File: config.mk
export PLATFORM = sky130hd
export DESIGN_NAME = issue_rename
export DESIGN_NICKNAME = d
export VERILOG_FILES = /design/src/rtl/issue_rename.sv
export SDC_FILE = /design/constraint.sdc
export NUM_CORES = 1
export LEC_CHECK = 0
export ABC_AREA = 1
export BUFFER_PORTS_ARGS = -buffer_cell sky130_fd_sc_hd__buf_2
export CORE_ASPECT_RATIO = 0.7
export CORE_MARGIN = 5
export CORE_UTILIZATION = 40
export DETAILED_ROUTE_END_ITERATION = 16
export HOLD_SLACK_MARGIN = 0.08
export PLACE_DENSITY = 0.53
export SYNTH_ARGS = -nofsm -noshare
export SYNTH_HDL_FRONTEND = slang
export SYNTH_SLANG_ARGS = --single-unit
File: constraint.sdc
create_clock -name clk1 -period 12.4 [get_ports clk1]
set_input_delay 2.48 -clock clk1 [delete_from_list [all_inputs] [get_ports clk1]]
set_output_delay 2.48 -clock clk1 [all_outputs]
set_load 0.02 [all_outputs]
File: src/rtl/issue_rename.sv
// Rename/issue stage: decodes one instruction per cycle, allocates a ROB entry and
// RS slot, resolves operands through the rename table and retires from the ROB head.
module issue_rename #(
  parameter  int DATA_W    = 16,
  parameter  int NREG      = 16,
  parameter  int ROB_DEPTH = 8,
  parameter  int RS_N      = 3,
  localparam int REG_W     = $clog2(NREG),
  localparam int TAG_W     = $clog2(ROB_DEPTH)
) (
  input  logic              clk1,
  input  logic              rst,
  input  logic              in_valid,
  output logic              in_ready,
  input  logic [3:0]        in_func,
  input  logic [REG_W-1:0]  in_rs1,
  input  logic [REG_W-1:0]  in_rs2,
  input  logic [REG_W-1:0]  in_rd,
  output logic              out_valid,
  output logic [1:0]        out_class,
  output logic [3:0]        out_func,
  output logic [REG_W-1:0]  out_rd,
  output logic [TAG_W-1:0]  out_rob,
  output logic              out_rs1_rdy,
  output logic              out_rs2_rdy,
  output logic [DATA_W-1:0] out_rs1_val,
  output logic [DATA_W-1:0] out_rs2_val,
  input  logic [2:0]        rs_free,
  input  logic              cdb_valid,
  input  logic [TAG_W-1:0]  cdb_tag,
  input  logic [DATA_W-1:0] cdb_data,
  input  logic              commit_valid,
  input  logic [DATA_W-1:0] commit_data,
  output logic [TAG_W-1:0]  head_tag,
  output logic [TAG_W:0]    rob_count,
  output logic              illegal
);
  localparam int OCC_W = $clog2(RS_N + 1);
  localparam logic [1:0] CLS_ADD = 2'd0;
  localparam logic [1:0] CLS_MUL = 2'd1;
  localparam logic [1:0] CLS_BR  = 2'd2;

  logic [TAG_W-1:0]  head_q, tail_q;
  logic [TAG_W:0]    count_q;
  logic [REG_W-1:0]  rob_rd_q  [ROB_DEPTH];
  logic [1:0]        rob_cls_q [ROB_DEPTH];
  logic [NREG-1:0]   busy_q;
  logic [TAG_W-1:0]  tag_q     [NREG];
  logic [DATA_W-1:0] regfile_q [NREG];

  logic              out_valid_q, illegal_q, rs1_rdy_q, rs2_rdy_q;
  logic [1:0]        class_q;
  logic [3:0]        func_q;
  logic [REG_W-1:0]  rd_q;
  logic [TAG_W-1:0]  rob_q;
  logic [DATA_W-1:0] rs1_val_q, rs2_val_q;

  logic              is_illegal, accept, issue, commit_fire, head_is_br;
  logic [1:0]        in_class;
  logic [2:0]        rs_room;
  logic [REG_W-1:0]  head_rd;
  logic [REG_W-1:0]  src [2];
  logic [DATA_W:0]   opnd [2];

  assign is_illegal  = in_func[3];
  assign in_class    = in_func[2] ? CLS_BR : (in_func[1] ? CLS_MUL : CLS_ADD);
  assign in_ready    = (count_q < (TAG_W+1)'(ROB_DEPTH)) &
                       (is_illegal | (in_func[2] ? rs_room[2] : (in_func[1] ? rs_room[1] : rs_room[0])));
  assign accept      = in_valid & in_ready;
  assign issue       = accept & ~is_illegal;
  assign commit_fire = commit_valid & (count_q != '0);
  assign head_rd     = rob_rd_q[head_q];
  assign head_is_br  = (rob_cls_q[head_q] == CLS_BR);

  // Returns {rdy, value}: committing head beats the CDB; otherwise forward the tag.
  function automatic logic [DATA_W:0] resolve(input logic busy, input logic [TAG_W-1:0] tag,
                                              input logic [DATA_W-1:0] rf_val);
    if (!busy)                                return {1'b1, rf_val};
    else if (commit_fire && tag == head_q)    return {1'b1, commit_data};
    else if (cdb_valid && tag == cdb_tag)     return {1'b1, cdb_data};
    else                                      return {1'b0, DATA_W'(tag)};
  endfunction

  assign src[0] = in_rs1;
  assign src[1] = in_rs2;

  genvar gi;
  generate
    for (gi = 0; gi < 2; gi++) begin : g_opnd
      assign opnd[gi] = resolve(busy_q[src[gi]], tag_q[src[gi]], regfile_q[src[gi]]);
    end

    for (gi = 0; gi < 3; gi++) begin : g_occ
      logic [OCC_W-1:0] occ_q;
      logic             inc, dec;
      assign inc         = issue && (in_class == 2'(gi));
      assign dec         = rs_free[gi] && (occ_q != '0);
      assign rs_room[gi] = (occ_q < OCC_W'(RS_N));
      always_ff @(posedge clk1) begin
        if (rst)              occ_q <= '0;
        else if (inc && !dec) occ_q <= occ_q + OCC_W'(1);
        else if (dec && !inc) occ_q <= occ_q - OCC_W'(1);
      end
    end
  endgenerate

  always_ff @(posedge clk1) begin
    if (rst) begin
      head_q      <= '0;
      tail_q      <= '0;
      count_q     <= '0;
      busy_q      <= '0;
      out_valid_q <= 1'b0;
      illegal_q   <= 1'b0;
      for (int i = 0; i < NREG; i++) regfile_q[i] <= '0;
    end else begin
      out_valid_q <= issue;
      illegal_q   <= accept & is_illegal;
      count_q     <= count_q + (TAG_W+1)'(issue) - (TAG_W+1)'(commit_fire);
      if (commit_fire) begin
        head_q <= head_q + TAG_W'(1);
        if (!head_is_br) begin
          regfile_q[head_rd] <= commit_data;
          if (tag_q[head_rd] == head_q) busy_q[head_rd] <= 1'b0;
        end
      end
      // Placed after the commit clear so a same-cycle remap of the same rd wins.
      if (issue) begin
        rob_rd_q[tail_q]  <= in_rd;
        rob_cls_q[tail_q] <= in_class;
        tail_q            <= tail_q + TAG_W'(1);
        class_q           <= in_class;
        func_q            <= in_func;
        rd_q              <= in_rd;
        rob_q             <= tail_q;
        {rs1_rdy_q, rs1_val_q} <= opnd[0];
        {rs2_rdy_q, rs2_val_q} <= opnd[1];
        if (in_class != CLS_BR) begin
          busy_q[in_rd] <= 1'b1;
          tag_q[in_rd]  <= tail_q;
        end
      end
    end
  end

  assign out_valid   = out_valid_q;
  assign out_class   = class_q;
  assign out_func    = func_q;
  assign out_rd      = rd_q;
  assign out_rob     = rob_q;
  assign out_rs1_rdy = rs1_rdy_q;
  assign out_rs2_rdy = rs2_rdy_q;
  assign out_rs1_val = rs1_val_q;
  assign out_rs2_val = rs2_val_q;
  assign head_tag    = head_q;
  assign rob_count   = count_q;
  assign illegal     = illegal_q;
endmodule

* Yosys cells after proc, flatten, opt, wreduce, memory -nomap -nowiden *
Memory sizes are Yosys's and may differ from the RTL's. A register that Yosys moved wholly into a read port is not among the register bits.
Cells that the tools add are included.

word-level totals
  memories = 4
  output and inout bits = 57
  RAM bits = 352
  flip-flop bits (word level) = 81

memory list
  memory     depth  bits a word  rd ports  clocked after memory_dff  wr ports  RTL line  source
  regfile_q  16     16           2         0                         16        49        logic [DATA_W-1:0] regfile_q [NREG];
  tag_q      16     3            3         0                         1         48        logic [TAG_W-1:0] tag_q [NREG];
  rob_rd_q   8      4            1         1                         1         45        logic [REG_W-1:0] rob_rd_q [ROB_DEPTH];
  rob_cls_q  8      2            1         1                         1         46        logic [1:0] rob_cls_q [ROB_DEPTH];

operators by class
  multiplexer cells = 50
  add/subtract/negate cells = 10
  bitwise gates (word level) = 13
  equal/unequal tests = 9
  reductions and logical operators = 36
  order comparisons = 10

operator list
  cell                                                                                 count
  16-bit two-way mux                                                                   11
  17-bit two-way mux                                                                   2
  1-bit two-way mux                                                                    21
  4-bit by 5-bit less-than comparator with 1-bit output, second input constant         4
  1-bit logical AND                                                                    18
  16-bit AND                                                                           1
  16-bit inverter                                                                      1
  16-bit OR                                                                            1
  16-bit OR reduction                                                                  1
  3-bit equality test                                                                  5
  2-bit two-way mux                                                                    7
  3-bit two-way mux                                                                    4
  2-bit nonzero test                                                                   6
  1-bit binary-select mux with 4-bit select                                            2
  1-bit demux with 4-bit select                                                        2
  4-bit by 1-bit greater-or-equal comparator with 1-bit output, second input constant  2
  2-bit by 1-bit adder with 2-bit output, second input constant                        3
  3-bit by 1-bit adder with 3-bit output, second input constant                        2
  1-bit zero test                                                                      6
  2-bit less-than comparator, second input constant                                    3
  2-bit by 1-bit subtractor with 2-bit output, second input constant                   3
  1-bit AND                                                                            5
  4-bit by 1-bit adder with 4-bit output                                               1
  2-bit equality test, second input constant                                           2
  11 further kinds                                                                     15

* Logic depth before layout (Yosys ltp) *
  depth in word-level cells = 13
  mapped depth = 20

* Worst setup path before layout *
Ideal clock, no wire load.

  path type = input to register
  from = input port in_func[1]
  to = memory rob_cls_q[1][0], enable pin
  cell stages on the path = 10
  required time = 12.023 ns
  slack = 5.668 ns
  arrival time = 6.354 ns
  buffers on the path = 0
  library setup time = 0.377 ns
  cell sequence = inv_1 a21oi_1 o21ai_0 a31oi_1 nand2_1 inv_1 nand2_2 nor2_1 nand2_1 nor3_1

on the way
  cells in the longest elaborated chain, start to end = 9

ends and longest elaborated chain
  what                                     RTL line  source
  start, declared                          15        input logic [3:0] in_func,
  1-bit two-way mux (2 in a row)           68        (is_illegal | (in_func[2] ? rs_room[2] : (in_func[1] ? rs_room[1] : rs_room[0])));
  1-bit OR                                 68
  1-bit AND                                67        assign in_ready = (count_q < (TAG_W+1)'(ROB_DEPTH)) &
  named net in_ready                       14        output logic in_ready,
  1-bit AND                                69        assign accept = in_valid & in_ready;
  1-bit AND                                70        assign issue = accept & ~is_illegal;
  1-bit two-way mux                        128       if (issue) begin
  1-bit two-way mux                        108       if (rst) begin
  1-bit two-way mux (implied by the code)  130       rob_cls_q[tail_q] <= in_class;
  end, declared                            46

The timed path passes the listed nets, and every way through them passes these cells.

==> results.tsv <==
metric	value	unit
Yosys cell types	44	
min-delay worst type	reg -> reg	
CTS Buffer Depth	3	
XOR/XNOR share of the synthesized area	0.149	%
number of antenna violations at the first check in global routing	0	
number of antenna-violating nets in the routed design	0	
Antenna diodes	0	
synth top area cells	edfxtp_1 51%, nand2_1 7.6%, o21ai_0 7.0%, a21oi_1 6.1%, nor2_1 5.8%	
Area Overhead vs Synth	9.59	%
period utilisation layout	53.0	%
die span in y	213	µm
Seq/Total Area, Yosys	54.1	%
Worst Tran Pin Value	1.26	ns
Row Count	74	
GRT Overall Usage	24.2	%
htree depth	2	
largest family of logic cells by synthesized area	simple AND/OR/NAND/NOR gates	
# fillers	5615	
gp weighted congestion	0.906	
via count	20300	
share of cells above drive strength 1	8.47	%
min Tclk post-route	6.58	ns
IO Count	116	
Post-Syn Instances	2779	
post-synthesis adder-cell area fraction	0.618	%
fmax	152	MHz
top-area cell type share of the netlist area	50.9	%
router iterations before antenna repair	6	
Post-synth EDFFs	398	
Cell Area, Synth	23500	µm²
Worst Setup End Kind	flop	
CP Class	in -> reg	
crit path launch type	input port	
Post-Layout Cell Count	3557	
mux contribution to synthesized area	0	%
most common cell after layout, fill and taps aside	nand2_1	
port bufs	115	
WP data required	12.75	ns
post-synthesis simple-gate area fraction	18.5	%
Die Wd	300	µm
relative slew slack	16.3	%
most frequent cells in the layout	477 x nand2_1, 398 x edfxtp_1, 359 x nor2_1, 326 x o21ai_0, 287 x a21oi_1	
pin count of the biggest net entering global routing	219	
TritonCTS Buffers	47	
TritonCTS clock tree	yes	
worst-path fanout max	149	
RSZ-0062 raised after global routing	no	
Core Region	58200	µm²
vias in the first global route	18500	
clk_skew	0.0211	ns
nets	2831	
clock tree root driver cell	clkbuf_16	
Power Density	156	nW/µm²
setup_tns	0	ns
hold_buf cts	0	
final setup violation count	0	
post-CTS resize count	0	
placed wire-length estimate	51100	µm
WP data arrival	6.92	ns
max_cap viols	0	
placed cell areas	24200	µm²
compound-cell area share of the yosys netlist	17.8	%
CTS clk-pin slew, worst paths	0.06	ns
predominant post-synthesis flop cell	edfxtp_1	
share of flip-flops with an asynchronous set or reset	0	%
post-CTS setup buffers	0	
DRT iter0 DRCs	2620	
vias per cell	5.71	
DRC viols	0	
Synth Warn #	0	
maximum vdd drop	88.2	µV
Cells after DPL	3472	
WL final	79400	µm
Final Hold Viols	0	
worst skew pair latency	0.60	ns
Starting Density	40.3	%
#FFs+latches synth	435	
die area	63700	µm²
dominant cell type by area after synthesis	edfxtp_1	
status	finished clean	
Mapped Nets	2849	
design area	25700	µm²
fin. max-slew vios	0	
LEAKAGE	10.3	nW
Synth Area per Inst	8.45	µm²
Clock Sink Count	435	
first-pass GRT wire length	118000	µm
remaining global-route overflow	0	
DR WL/cell	22.3	µm
-- cell families (layout without fill, tap and decap cells) --
logic type,count (synthesis),count (layout)
simple gates,1060,1060
fa+ha+maj,11,11
buf+inv,500,518
xor+xnor,4,4
compound gates,769,769
flops,435,435
-- synth_stat cells, types with 2 or more instances --
cell and instances:
clkbuf_2 2, ha_1 10, nand2_2 8, clkbuf_1 94, nor3_1 10, o211ai_1 73
nor2_1 360, inv_1 273, dfxtp_1 37, o221ai_1 12, edfxtp_1 398, a31oi_1 14
nor2_4 2, nor2_2 4, buf_1 11, nand3_2 2, nand3_1 177, o22ai_1 24
o21ai_1 18, inv_2 9, o21ai_0 328, buf_4 9, xor2_1 3, buf_6 8
o21ai_2 4, clkinv_1 17, buf_2 77, nand4_1 16, a21oi_2 2, nand2_1 477
a21oi_1 287
-- flip-flops by register name (all words and copies together) (netlist names), 4 cells and up, named ones only --
register     count
out_rs1_val     16
busy_q          16
rob_rd_q        32
rob_count        4
out_func         4
out_rd           4
rob_cls_q       16
out_rs2_val     16
g_occ.occ_q      6
regfile_q      256
tag_q           48
-- routing by layer --
| metal | routed length [µm] | part of all wire, % | vias to the layer above | GRT usage, % |
|---|---|---|---|---|
| met1 | 37200 | 47 | 9716 | 37.6 |
| met4 | 1670 | 2.1 | 0 | 5.77 |
| met3 | 8810 | 11 | 104 | 6.11 |
| met2 | 31700 | 40 | 1067 | 33.9 |
| met5 | 0 | 0 | - | 0 |
| li1 | - | - | 9439 | - |
-- area by class of cell --
cell class	instances	area, µm²	share of cell area (%)
clock inverter	22	225	0.876
multi-input combinational	1844	8720	33.9
clock buffer	63	1260	4.89
timing repair buffer	134	753	2.93
inverter	299	1120	4.36
tap	760	951	3.70
sequential	435	12700	49.3
-- stage by stage --
| step | hold WS [ns] | total power (W) | setup slack (ns) | utilization [%] |
|---|---|---|---|---|
| finish | 0.492 | 0.00402 | 5.82 | 44.2 |
| global route | 0.517 | 0.00419 | 5.45 | 44.2 |
| CTS | 0.493 | 0.00402 | 6.03 | 44.2 |
| detailed placement | 0.481 | 0.00263 | 5.41 | 41.6 |
| global placement | 0.461 | 0.00261 | 5.46 | 41.6 |
| floorplan | 0.449 | 0.00238 | 5.67 | - |
-- worst max-delay path: stages --
cell and delay (ns):
clkbuf_8 0.58, buf_4 0.70, buf_4 0.86, a21oi_1 0.17, o21ai_0 0.13, nand3_1 0.09, nand3_1 0.14, nand2_1 0.12
xor2_1 0.15, a21oi_1 0.06, nand2_1 0.39, inv_2 0.24, nor2_1 0.34, nand3_1 0.10, o21ai_0 0.10, inv_1 0.06
-- worst paths after layout --
check | from | to | slack (ns) | cells past startpoint
hold / removal | g_occ[0].occ_q[1] | g_occ[0].occ_q[1] | 0.49 | 2
setup / recovery | in_rs1[0] | out_rs1_val[1] | 5.82 | 16
hold reg to reg | g_occ[0].occ_q[1] | g_occ[0].occ_q[1] | 0.49 | 2
setup reg to reg | flop | regfile_q[2][11] | 7.05 | 9
-- where the power goes --
group	internal [W]	switching [W]	total [W]	leakage [nW]
registers	0.00170	0.0000577	0.00175	4.24
clock network	0.000796	0.000606	0.00140	0.724
logic	0.000220	0.000644	0.000864	5.39
Power figures use the tool's default switching activity.
